### src/rtl/nw_fill_controller.sv
// Needleman-Wunsch matrix-fill sequencer: walks cells row-major, evaluates each
// cell from its three neighbours and drives the score manager's control strobes.
module nw_fill_controller #(
  parameter int N        = 128,
  parameter int BitAddr  = $clog2(N+1),
  parameter int MATCH    = 1,
  parameter int MISMATCH = -1,
  parameter int GAP      = -2
) (
  input  logic                clk,
  input  logic                rst,
  input  logic                start,
  input  logic                signal,
  input  logic signed [8:0]   diag,
  input  logic signed [8:0]   up,
  input  logic signed [8:0]   left,
  input  logic [1:0]          char_a,
  input  logic [1:0]          char_b,
  output logic [BitAddr:0]    i,
  output logic [BitAddr:0]    j,
  output logic                en_read,
  output logic                change_index,
  output logic                en_ins,
  output logic                we,
  output logic signed [8:0]   max,
  output logic [1:0]          dir,
  output logic                dir_we,
  output logic                busy,
  output logic                done
);

  typedef enum logic [2:0] {
    IDLE  = 3'd0,
    READ  = 3'd1,
    CALC  = 3'd2,
    WRITE = 3'd3,
    ADV   = 3'd4,
    SYNC  = 3'd5,
    DONE  = 3'd6
  } state_t;

  localparam logic [BitAddr:0]   LAST     = (BitAddr+1)'(N);
  localparam logic [BitAddr:0]   ONE      = (BitAddr+1)'(1);
  localparam logic signed [10:0] S_MATCH  = 11'(MATCH);
  localparam logic signed [10:0] S_MISS   = 11'(MISMATCH);
  localparam logic signed [10:0] S_GAP    = 11'(GAP);
  localparam logic signed [10:0] SAT_HI   = 11'sd255;
  localparam logic signed [10:0] SAT_LO   = -11'sd256;
  localparam logic [1:0]         DIR_DIAG = 2'b00;
  localparam logic [1:0]         DIR_UP   = 2'b01;
  localparam logic [1:0]         DIR_LEFT = 2'b10;

  state_t state, state_next;

  logic signed [8:0]  diag_q, up_q, left_q;
  logic signed [10:0] cand_d, cand_u, cand_l, best;
  logic [1:0]         best_dir;
  logic signed [8:0]  best_sat;

  always_comb begin
    state_next = state;
    case (state)
      IDLE:    if (start) state_next = READ;
      READ:    if (signal) state_next = CALC;
      CALC:    state_next = WRITE;
      WRITE:   state_next = (i == LAST && j == LAST) ? DONE : ADV;
      ADV:     state_next = SYNC;
      SYNC:    state_next = READ;
      DONE:    state_next = IDLE;
      default: state_next = IDLE;
    endcase
  end

  // Ties fall through in diag > up > left order because of the >= chain.
  always_comb begin
    cand_d   = 11'(diag_q) + ((char_a == char_b) ? S_MATCH : S_MISS);
    cand_u   = 11'(up_q) + S_GAP;
    cand_l   = 11'(left_q) + S_GAP;
    best     = cand_d;
    best_dir = DIR_DIAG;
    if (cand_d >= cand_u && cand_d >= cand_l) begin
      best     = cand_d;
      best_dir = DIR_DIAG;
    end else if (cand_u >= cand_l) begin
      best     = cand_u;
      best_dir = DIR_UP;
    end else begin
      best     = cand_l;
      best_dir = DIR_LEFT;
    end
    if (best > SAT_HI) begin
      best_sat = 9'sd255;
    end else if (best < SAT_LO) begin
      best_sat = -9'sd256;
    end else begin
      best_sat = best[8:0];
    end
  end

  // Strobes are registered from the next state so they align with the state they name.
  always_ff @(posedge clk) begin
    if (rst) begin
      state        <= IDLE;
      i            <= '0;
      j            <= '0;
      max          <= '0;
      dir          <= DIR_DIAG;
      diag_q       <= '0;
      up_q         <= '0;
      left_q       <= '0;
      en_read      <= 1'b0;
      change_index <= 1'b0;
      en_ins       <= 1'b0;
      we           <= 1'b0;
      dir_we       <= 1'b0;
      busy         <= 1'b0;
      done         <= 1'b0;
    end else begin
      state        <= state_next;
      en_read      <= (state_next == READ);
      change_index <= (state_next == SYNC);
      en_ins       <= (state_next == WRITE);
      we           <= (state_next == WRITE);
      dir_we       <= (state_next == WRITE);
      done         <= (state_next == DONE);
      busy         <= (state_next == READ) || (state_next == CALC) ||
                      (state_next == WRITE) || (state_next == ADV) ||
                      (state_next == SYNC);
      case (state)
        IDLE: begin
          if (start) begin
            i <= ONE;
            j <= ONE;
          end
        end
        READ: begin
          if (signal) begin
            diag_q <= diag;
            up_q   <= up;
            left_q <= left;
          end
        end
        CALC: begin
          max <= best_sat;
          dir <= best_dir;
        end
        ADV: begin
          if (j == LAST) begin
            j <= ONE;
            i <= i + ONE;
          end else begin
            j <= j + ONE;
          end
        end
        default: ;
      endcase
    end
  end

endmodule

### config.mk
export PLATFORM = sky130hd
export DESIGN_NAME = nw_fill_controller
export DESIGN_NICKNAME = d
export VERILOG_FILES = /design/src/rtl/nw_fill_controller.sv
export SDC_FILE = /design/constraint.sdc
export NUM_CORES = 1
export LEC_CHECK = 0
export ABC_AREA = 1
export CORE_MARGIN = 1
export CORE_UTILIZATION = 45
export CTS_CLUSTER_SIZE = 24
export DETAILED_ROUTE_END_ITERATION = 16
export DONT_BUFFER_PORTS = 1
export PLACE_DENSITY = 0.59
export SYNTH_ARGS = -nofsm -noshare
export SYNTH_HDL_FRONTEND = slang
export SYNTH_SLANG_ARGS = --single-unit
### constraint.sdc
create_clock -name clk -period 7.6 [get_ports clk]
set_input_delay 0.38 -clock clk [delete_from_list [all_inputs] [get_ports clk]]
set_output_delay 0.38 -clock clk [all_outputs]
set_load 0.01 [all_outputs]
Word level (Yosys, flattened, before mapping) --
Cells that the tools add are included.
Cells by class: multiplexer cells 16, $lt $le $gt $ge 5, equal/unequal tests 16, reduce and logical (&&, ||, !) cells 11, $add $sub $neg 5
Operator list (count):
- $mux 9 | 5
- $pmux 9 s2 | 2
- $mux 11 | 3
- $ge 11x10->1 | 2
- $add 9x2->10 const B | 2
- $add 9x1->9 const B | 2
- $eq 9x8->1 const B | 2
- $pmux 3 s6 | 1
- $eq 3x3->1 const B | 5
- $eq 3x2->1 const B | 4
- $add 9x11->11 | 1
- $gt 11x9->1 const B | 1
- $lt 11x9->1 const B | 1
- $ge 10x10->1 | 1
- $eq 3x1->1 const B | 2
- $mux 2 | 3
- $mux 3 | 2
- $logic_or 1x1->1 | 4
- $ne 2x2->1 const B | 2
- $reduce_and 2->1 | 2
- $logic_not 3->1 | 1
- $reduce_and 3->1 | 1
- $eq 2x2->1 | 1
- $logic_and 1x1->1 | 2
- $reduce_bool 2->1 | 1
Storage, ports and cells: bits in registers 64, logic and storage cells 66, output and inout port bits 36

Logic depth before layout (Yosys ltp) --
word-level depth 9, depth in mapped cells 26, mapped depth without buffers 26

Worst setup path before layout --
OpenSTA, ideal clock, no wires.
kind input to register, start point input char_b[0], end point register max[2], stages on the path 18, setup slack 4182 ps, data required time 7472 ps, arrival time 3290 ps, library setup time 128 ps, cells stage by stage xnor2_1 > nand2_1 > fa_1 > nand3_1 > nand2_1 > nand4_1 > nand3_1 > o21ai_0 > ha_1 > a21o_1 > nor2_1 > nand4_1 > nand3_2 > nand2_2 > nand2_1 > o21ai_1 > a21oi_4 > a21oi_1
Between the ends: cells in the longest elaborated chain, start to end 9
RTL lines:
- from (decl) | line 18 | input logic [1:0] char_b,
- $eq 2x2->1 * | line 76 | cand_d = 11'(diag_q) + ((char_a == char_b) ? S_MATCH : S_MISS);
- $mux 11 * | line 76
- $add 9x11->11 * | line 76
- $ge 11x10->1 | line 81 | if (cand_d >= cand_u && cand_d >= cand_l) begin
- $logic_and 1x1->1 | line 81
- $mux 11 * | line 81
- $lt 11x9->1 | line 93 | end else if (best < SAT_LO) begin
- $mux 9 | line 93
- $mux 9 * | line 91 | if (best > SAT_HI) begin
- to (signal assigned) | line 144 | max <= best_sat;
- to (decl) | line 25 | output logic signed [8:0] max,
Every way passes the cells marked *; elsewhere a longest branch is shown, timed or not. A chain may end at the register's enable or synchronous reset.

Worst setup path after layout --
start point register diag_q[0], end point register max[5]
Between the ends: cells in the longest elaborated chain, start to end 7
RTL lines:
- from (decl) | line 55 | logic signed [8:0] diag_q, up_q, left_q;
- from (signal assigned) | line 138 | diag_q <= diag;
- $add 9x11->11 * | line 76
- $ge 11x10->1 | line 81
- $logic_and 1x1->1 | line 81
- $mux 11 * | line 81
- $lt 11x9->1 | line 93
- $mux 9 | line 93
- $mux 9 * | line 91
Marked as above.

==> impl_metrics.json <==
{
  "run_status": "finished clean",
  "crit_path_end_kind": "register",
  "drive_gt1_share_pct": 7.752,
  "async_flop_share_pct": 0,
  "cts_tree": "built",
  "drc": 0,
  "p_leak_nw": 2.241,
  "clockBufferDepth": 2,
  "gp_congestion": 0.8534,
  "detail_route.iter0.violations": 180,
  "critPathRequiredTime_ns": 7.82,
  "insertion_delay_ns": 0.34,
  "r2r_slack_ns": 3.81,
  "r2r-start": "diag_q[0]",
  "startpoint_type": "register",
  "antenna_found_initial": 0,
  "hp-class": "in -> reg",
  "synth_top_cell_by_area": "dfxtp_1",
  "die_area_sq_mm": 0.01025,
  "finClkSkew_ns": 0.008834,
  "synth_common_cells": "nand2_1 (121), inv_1 (98), nor2_1 (68)",
  "setup_tns_ns": 0,
  "holdBufCountCts": 0,
  "start_util_pct": 47.32,
  "synth_ff_type": "dfxtp_1",
  "whs_path_depth": 1,
  "synthesis.nets": 727,
  "met3_usage_pct": 4.486,
  "clk_pin_slew_worst_paths_ns": 0.08,
  "use_met2_pct": 38.67,
  "overflow": 0,
  "max_stage_delay_ns": 0.49,
  "grt_start_max_net_pins": 42,
  "cp_cell_sequence": "fa_1 > nand3_1 > nand2_1 > nand4_1 > nand3_1 > o21ai_0 > ha_1 > a21o_1 > nor2_1 > nand3_1 > nand2_1 > nand3_2 > nand2_2 > o21ai_1 > a21oi_4 > a21oi_1",
  "synth_area_sq_mm": 0.004434,
  "synth_cell_types": 43,
  "die_y_microns": 101.3,
  "ir_worst_vdd_uv": 131.2,
  "max_freq_mhz": 264.1,
  "use_met1_pct": 27.97,
  "hp-start": "rst",
  "vias": 4044,
  "finalHoldViolations": 0,
  "cts_setup_buffers": 0,
  "vias_per_cell": 5.225,
  "place_inst": 758,
  "setup_viol": 0,
  "powerDensity_mw_per_mm2": 340.4,
  "grt_busiest_layer": "met2",
  "synth_cells": 645,
  "yosysMostFrequentCell": "nand2_1",
  "rsz0062_at_grt": "false",
  "ctsHtreeMaxLevel": 3,
  "ys_seq_area_share_pct": 28.89,
  "wire_per_inst_microns": 14.17,
  "crit_path_frequent_cell": "nand3_1",
  "ios": 71,
  "cp_slowest_cell": "fa_1",
  "synth_edf_count": 0,
  "slew_violations": 0,
  "hpwlAfterDp_mm": 8.462,
  "ys_warn_count": 0,
  "area_delta_synth_final_pct": 7.534,
  "coreArea_sq_mm": 0.009371,
  "die_x_microns": 101.3,
  "finalCriticalPeriod_ns": 3.786,
  "fin_crit_sh_pct": 49.81,
  "arrival_ns": 4.00,
  "grt_pass1_wl_mm": 17.80,
  "avgSynthCellArea_sq_um": 6.875,
  "worstPathMaxFanout": 17,
  "cts_root_buf": "clkbuf_8",
  "synth_area_leaders": "dfxtp_1 (29%), ha_1 (13%), nand2_1 (10%), inv_1 (8.3%), o21ai_0 (6.7%)",
  "wirelength_mm": 10.97,
  "slew_headroom_pct": 24.83,
  "rows": 35,
  "ys_seq_elements": 64,
  "worstHoldEndpoint": "j[7]",
  "cts_resized": 0,
  "r2r_end": "max[5]",
  "clock-sinks": 64,
  "grt_pass1_vias": 3724,
  "grt.total_usage_pct": 22.51,
  "path_class": "reg -> reg",
  "netlist.area_leader.share_pct": 28.89,
  "critPathLaunch": "diag_q[0]",
  "nets": 722,
  "drt_pass1_iterations": 4,
  "final-instance-count-excl-fill": 774,
  "cap_viol_max_count": 0,
  "port_buffers": 0,
  "ff2ff_path_depth": 16,
  "setup_slack_ns": 3.814,
  "tightest_slew_ns": 1.126,
  "ant_nets": 0,
  "cts_buffers": 9,
  "dpl_worst_slack_ns": 3.527,
  "antennaDiodeCount": 0
}
## kinds of logic after synthesis
group,after synthesis,share of synthesized area (%)
adders and majority gates,47,13.43
xor gates and xnor gates,19,3.753
DFF,64,28.89
buffers and inverters,120,10.69
AOI/OAI and AO/OA,134,16.76
and+or+nand+nor,261,26.47
## cell usage in the layout, fill, tap and decap left out, types with 3 or more instances in the layout
master / synthesis / final
nand3_2: 8 / 8
bufinv_16: 0 / 3
nor3_1: 11 / 11
o21ai_0: 59 / 59
nand4_1: 15 / 15
dfxtp_1: 64 / 64
inv_1: 98 / 98
ha_1: 46 / 46
xnor2_1: 5 / 5
clkbuf_8: 0 / 10
a21oi_1: 48 / 48
nor2_1: 68 / 68
o21ai_1: 6 / 6
o211ai_1: 3 / 3
a21oi_2: 4 / 4
nand3_1: 22 / 22
nand2_2: 7 / 7
inv_2: 5 / 5
xor2_1: 14 / 14
nand2_1: 121 / 121
## metrics by stage
| step | util (%) | power (W) | hold WS, ns | instance area, sq um |
|---|---|---|---|---|
| 4_1_cts | 50.88 | 0.001628 | 0.07032 | 4768 |
| 2_1_floorplan | - | 0.001098 | 0.4479 | 4434 |
| 6_report | 50.88 | 0.001623 | 0.09630 | 4768 |
| 3_3_place_gp | 48.18 | 0.001231 | 0.4517 | 4516 |
| 5_1_grt | 50.88 | 0.001768 | 0.07853 | 4768 |
| 3_5_place_dp | 48.18 | 0.001249 | 0.4535 | 4516 |
## routing by layer
| metal | share of wire (%) | vias to the layer above |
|---|---|---|
| li1 | - | 2096 |
| met5 | 0 | - |
| met1 | 45 | 1865 |
| met4 | 1.8 | 0 |
| met3 | 3.8 | 14 |
| met2 | 49 | 69 |
## where the power goes
part / switching (W) / internal, W / total, W
combinational: 0.000587 / 0.000285 / 0.000872
sequential: 0.0000242 / 0.000358 / 0.000382
clock: 0.000140 / 0.000229 / 0.000369
## registers in the layout, summed over array words and instances (netlist names)
| name | count |
|---|---|
| busy | 1 |
| change_index | 1 |
| diag_q | 9 |
| dir | 2 |
| dir_we | 1 |
| done | 1 |
| en_read | 1 |
| i | 9 |
| j | 9 |
| left_q | 9 |
| max | 9 |
| state | 3 |
| up_q | 9 |
## how the worst max path moves through the flow
stage / cells past startpoint / slack, ns / end
floorplan: 18 / 4.18 / max[2]
global placement: 18 / 3.67 / max[7]
detailed placement: 18 / 3.53 / max[2]
CTS: 16 / 3.85 / max[5]
global route: 18 / 3.49 / max[5]
finish: 16 / 3.81 / max[5]
## cell type report
type,count,area [sq um]
inverters,103,386.6
well taps,129,161.4
repair buffers,1,7.507
flip-flops and latches,64,1281
multi-input cells,461,2679
fillers,964,4603
clock inverters,6,115.1
clock buffers,10,137.6
## critical path, delay by kind of cell, from the launching register on
family | cells | cell delay, ns
flip-flops | 1 | 0.43
AO/OA/AOI/OAI | 5 | 1.29
adder cells (fa/ha/maj) | 2 | 0.88
AND/OR/NAND/NOR | 9 | 1.06
Note: power is estimated with default switching activity, not from simulation.
